File: config.mk
export PLATFORM = sky130hd
export DESIGN_NAME = seq_addsub
export DESIGN_NICKNAME = d
export VERILOG_FILES = /design/src/rtl/seq_addsub.sv
export SDC_FILE = /design/constraint.sdc
export NUM_CORES = 1
export LEC_CHECK = 0
export ABC_AREA = 1
export CAP_MARGIN = 25
export CORE_MARGIN = 2
export CORE_UTILIZATION = 52
export DETAILED_ROUTE_END_ITERATION = 6
export GPL_ROUTABILITY_DRIVEN = 0
export PLACE_DENSITY = 0.79
export SETUP_SLACK_MARGIN = 0.02
export SLEW_MARGIN = 10
export SYNTH_ARGS = -nofsm -noshare
export SYNTH_HDL_FRONTEND = slang
export SYNTH_SLANG_ARGS = --single-unit
File: constraint.sdc
create_clock -name clk -period 3.34 [get_ports clk]
set_clock_uncertainty 0.05 [all_clocks]
set_input_delay 0.668 -clock clk [delete_from_list [all_inputs] [get_ports clk]]
set_output_delay 0.668 -clock clk [all_outputs]
set_load 0.02 [all_outputs]
File: src/rtl/seq_addsub.sv
// seq_addsub: multi-cycle adder/subtractor that adds CHUNK bits per clock,
// rippling the carry between chunks, and reports sum, carry-out and signed
// overflow with a one-cycle done pulse.
module seq_addsub #(
  parameter int unsigned WIDTH = 16,
  parameter int unsigned CHUNK = 4
) (
  input  logic             clk,
  input  logic             rst,
  input  logic             start,
  input  logic             sub,
  input  logic [WIDTH-1:0] a,
  input  logic [WIDTH-1:0] b,
  output logic             busy,
  output logic             done,
  output logic [WIDTH-1:0] sum,
  output logic             c_out,
  output logic             ovf
);

  localparam int unsigned N     = WIDTH / CHUNK;
  localparam int unsigned CNT_W = (N > 1) ? $clog2(N) : 1;
  localparam int unsigned SH_W  = $clog2(WIDTH) + 1;

  localparam logic [1:0] ST_IDLE = 2'd0;
  localparam logic [1:0] ST_BUSY = 2'd1;
  localparam logic [1:0] ST_DONE = 2'd2;

  logic [1:0]       state_q, state_d;
  logic [WIDTH-1:0] op_a_q, op_a_d;
  logic [WIDTH-1:0] op_b_q, op_b_d;
  logic             carry_q, carry_d;
  logic [CNT_W-1:0] cnt_q, cnt_d;
  logic [WIDTH-1:0] shadow_q, shadow_d;
  logic [WIDTH-1:0] sum_q, sum_d;
  logic             c_out_q, c_out_d;
  logic             ovf_q, ovf_d;
  logic             busy_q, busy_d;
  logic             done_q, done_d;

  logic [SH_W-1:0]  sh_c;
  logic [WIDTH-1:0] a_sh_c, b_sh_c, mask_c, shadow_nx_c;
  logic [CHUNK-1:0] ca_c, cb_c, cs_c;
  logic             cc_c, c_msb_c, last_c;

  // Chunk slice selection, chunk add and carry into the chunk MSB.
  always_comb begin
    sh_c        = SH_W'(cnt_q) * SH_W'(CHUNK);
    a_sh_c      = op_a_q >> sh_c;
    b_sh_c      = op_b_q >> sh_c;
    ca_c        = a_sh_c[CHUNK-1:0];
    cb_c        = b_sh_c[CHUNK-1:0];
    {cc_c, cs_c} = (CHUNK+1)'(ca_c) + (CHUNK+1)'(cb_c) + (CHUNK+1)'(carry_q);
    // Carry into a bit is recovered as sum ^ a ^ b at that bit.
    c_msb_c     = cs_c[CHUNK-1] ^ ca_c[CHUNK-1] ^ cb_c[CHUNK-1];
    mask_c      = WIDTH'({CHUNK{1'b1}}) << sh_c;
    shadow_nx_c = (shadow_q & ~mask_c) | (WIDTH'(cs_c) << sh_c);
    last_c      = (cnt_q == CNT_W'(N - 1));
  end

  // Next-state and registered-output logic for IDLE -> BUSY -> DONE.
  // A restart from DONE is taken on the edge that leaves DONE.
  always_comb begin
    state_d  = state_q;
    op_a_d   = op_a_q;
    op_b_d   = op_b_q;
    carry_d  = carry_q;
    cnt_d    = cnt_q;
    shadow_d = shadow_q;
    sum_d    = sum_q;
    c_out_d  = c_out_q;
    ovf_d    = ovf_q;
    busy_d   = 1'b0;
    done_d   = 1'b0;
    case (state_q)
      ST_IDLE, ST_DONE: begin
        state_d = ST_IDLE;
        if (start) begin
          op_a_d   = a;
          op_b_d   = sub ? ~b : b;
          carry_d  = sub;
          cnt_d    = '0;
          shadow_d = '0;
          state_d  = ST_BUSY;
          busy_d   = 1'b1;
        end
      end
      ST_BUSY: begin
        carry_d  = cc_c;
        shadow_d = shadow_nx_c;
        cnt_d    = cnt_q + CNT_W'(1);
        if (last_c) begin
          cnt_d   = '0;
          sum_d   = shadow_nx_c;
          c_out_d = cc_c;
          ovf_d   = cc_c ^ c_msb_c;
          done_d  = 1'b1;
          state_d = ST_DONE;
        end else begin
          busy_d = 1'b1;
        end
      end
      default: state_d = ST_IDLE;
    endcase
  end

  // State and datapath registers with synchronous reset.
  always_ff @(posedge clk) begin
    if (rst) begin
      state_q  <= ST_IDLE;
      op_a_q   <= '0;
      op_b_q   <= '0;
      carry_q  <= 1'b0;
      cnt_q    <= '0;
      shadow_q <= '0;
      sum_q    <= '0;
      c_out_q  <= 1'b0;
      ovf_q    <= 1'b0;
      busy_q   <= 1'b0;
      done_q   <= 1'b0;
    end else begin
      state_q  <= state_d;
      op_a_q   <= op_a_d;
      op_b_q   <= op_b_d;
      carry_q  <= carry_d;
      cnt_q    <= cnt_d;
      shadow_q <= shadow_d;
      sum_q    <= sum_d;
      c_out_q  <= c_out_d;
      ovf_q    <= ovf_d;
      busy_q   <= busy_d;
      done_q   <= done_d;
    end
  end

  assign busy  = busy_q;
  assign done  = done_q;
  assign sum   = sum_q;
  assign c_out = c_out_q;
  assign ovf   = ovf_q;

endmodule

==> results by group <==
Status
  • Status: complete, no violations

Setup path
  • CP required: 3.58 ns
  • CP cell instances: inv_1, a21oi_1, o21ai_0, o21ai_0, fa_1, fa_1, nand2_1, nor2_1, a21oi_1, or2_2, a21oi_1
  • Crit-path most repeated cell: a21oi_1
  • WP data arrival: between 2 and 3 ns
  • Worst Path Max Fanout: 18
  • CP max stage delay: 0.53 ns
  • CP Capture Type: flop
  • CP Buf/Inv Count: 1
  • Delay-heaviest family, CP: adder cells
  • Setup CP Type: flop to flop
  • Setup crit start kind: flop
  • Max stage delay cell, worst path: fa_1

Floorplan
  • Die ar.: 6773 um2
  • Die Span X: between 80 and 90 um
  • Std cell rows: 28
  • Initial Util: 53.85%
  • # IOs: 56
  • Core box area: 5921 um2
  • DIE HEIGHT: 82.30 um

STA
  • Slew margin rel.: 39.66%
  • Min Tclk post-route: 2.725 ns
  • Fin. Hold Viols: 0
  • Fin. max-slew vios: 0
  • # setup viols final: 0
  • Fin crit share: around four fifths
  • RSZ-0062 raised after global routing: no
  • TNS Setup: 0 ns
  • Maximum clock frequency: around 370 MHz
  • Worst Tran Pin Value: 0.9023 ns

Drt
  • DR pass1 iterations: 5
  • DRC: 0
  • Detail Route Antenna Nets: 0
  • Via count: 2996
  • DRT iter0 DRCs: 162
  • Total Wirelength: 7438 um
  • WL/cell: 13.28 um
  • Routed vias/inst: 5.350

Place
  • Dpl hpwl: 4991 um
  • Inst Count DP: 546
  • Placed instance area: 3762 um2
  • Port Buf Inserts: 55

Global route
  • First-pass GRT wire length: 12460 um
  • Met2 Usage GRT: between 30% and 40%
  • Total GRT Usage: 24.19%
  • Vias in the first global route: approximately 2800
  • Largest net degree at the start of global routing: 52
  • Initial antenna violation count: 0
  • Met1 usage: between 30% and 40%
  • Global route overflow: 0
  • GR peak layer: met2
  • Met3 Resource Use GR: under 10%

Power and ir drop
  • Leak Pwr: 1.626 nW
  • Peak supply drop: 249.1 uV
  • Pwr Density: 479.9 nW/um2

Synthesis
  • Warnings, synthesis: 0
  • Syn_area_per_cell: 7.312 um2
  • Synth top area share: 43.33%
  • Top cells by area, synth: dfxtp_1 (43%), nand2_1 (11%), o21ai_0 (9.3%), nor2_1 (6.7%), a21oi_1 (5.8%)
  • Register bit total from synthesis: 69
  • Syn Inst Count: 436
  • Count of cell types in the netlist: 22
  • Sequential cell area fraction in the yosys report: around 43%
  • Largest area contributor in the netlist: dfxtp_1
  • Post-Syn Area: around 3200 um2
  • Net Count, Synth: 481

Clocking
  • Clk sinks: a little under 70
  • Clock buffer depth: 2
  • H-tree depth: 3
  • # Post-CTS Setup Buffers: 0
  • Post-CTS Hold Buffers: 0
  • Clock latency on the worst-skew pair: 0.35 ns
  • CTS root buf: clkbuf_8
  • CTS buffer count: 9
  • CTS tree: yes
  • Clock-pin slew on the worst setup and hold paths: 0.07 ns
  • CTS resizes: 0

Layout
  • Antenna Cells: 0
  • Fin nets: 527
  • Most common cell after layout, fill and taps aside: nand2_1
  • Fin area: 3928 um2
  • Area Overhead vs Synth: 23.19%
  • Multi-input logic area: 1608 um2
  • Final Util: between 60% and 70%
  • Post-route insts no fill: 560
  • Most frequent cells in the layout: nand2_1 (93), dfxtp_1 (69), o21ai_0 (59)
  • Filler Cells Inserted: 529
  • Register area: about 1400 um2
  • Fraction of layout cells with a size suffix above 1: 6.392%

Min path
  • Hold Crit Class: flop to flop

Flow run
  • Maxcap violations: 0
[metal layers]
| metal | up-vias | routed length, um |
|---|---|---|
| li1 | 1517 | - |
| met1 | 1382 | 3513 |
| met4 | 0 | 170 |
| met3 | 17 | 376 |
| met2 | 80 | 3378 |
| met5 | - | 0 |
[cells by family after synthesis]
kind of cell | synth area share [%]
AO/OA/AOI/OAI | 17.27
XOR/XNOR | 4.395
adder cells (fa/ha/maj) | 4.003
buffers and inverters | 6.240
flip-flops | 43.33
AND/OR/NAND/NOR | 24.76
[registers in the layout, summed over array words and instances, names as in the netlist]
signal and cells:
op_a_q 16, op_b_q 16, sum 16, shadow_q 12, cnt_q 2, state_q 2
busy 1, c_out 1, carry_q 1, done 1, ovf 1
[worst min-delay path: cells and delay by family, from the launching register on]
family | cells | cell delay (ns)
simple gates | 1 | 0.06
flops | 1 | 0.31
compound gates | 1 | 0.05
[final timing paths]
| path | slack (ns) | depth (start not counted) | from | endpoint |
|---|---|---|---|---|
| worst max register to register | 0.62 | 11 | cnt_q[0] | shadow_q[5] |
| worst min-delay path | 0.42 | 2 | shadow_q[9] | shadow_q[9] |
| worst min register to register | 0.42 | 2 | shadow_q[9] | shadow_q[9] |
| worst max-delay path | 0.62 | 11 | cnt_q[0] | shadow_q[5] |
[power by group]
part	total (mW)	internal [mW]	leakage (nW)	switching, mW
combinational	0.395	0.156	0.973	0.239
clock	0.597	0.299	0.0881	0.298
sequential	0.893	0.869	0.565	0.0239
total	1.88	1.32	1.63	0.561
[cell usage after synthesis]
master     n
nand2_1   93
dfxtp_1   69
o21ai_0   59
nor2_1    57
a21oi_1   37
nand3_1   30
clkbuf_1  16
inv_1     16
xnor2_1   16
buf_2      8
ha_1       7
o22ai_1    5
o21ai_1    4
a31oi_1    3
inv_2      3
or2_2      3
buf_4      2
fa_1       2
inv_4      2
nor2_8     2
nand2_2    1
nor2_4     1
[through the flow]
step	hold slack (ns)	worst slack, ns	total power [mW]
floorplan	0.3901	0.6682	1.181
global placement	0.3978	0.7490	1.286
detailed placement	0.4018	0.6736	1.300
CTS	0.4122	0.6382	1.880
global route	0.4368	0.3935	1.982
finish	0.4151	0.6154	1.885
[layout make-up]
| type | count | area share [%] |
|---|---|---|
| clock buffer | 12 | 3.950 |
| clock inverter | 2 | 0.2549 |
| inverter | 21 | 2.134 |
| multi-input combinational | 320 | 40.94 |
| sequential | 69 | 35.17 |
| tap | 75 | 2.389 |
| timing repair buffer | 61 | 15.16 |
Power figures use the tool's default switching activity.
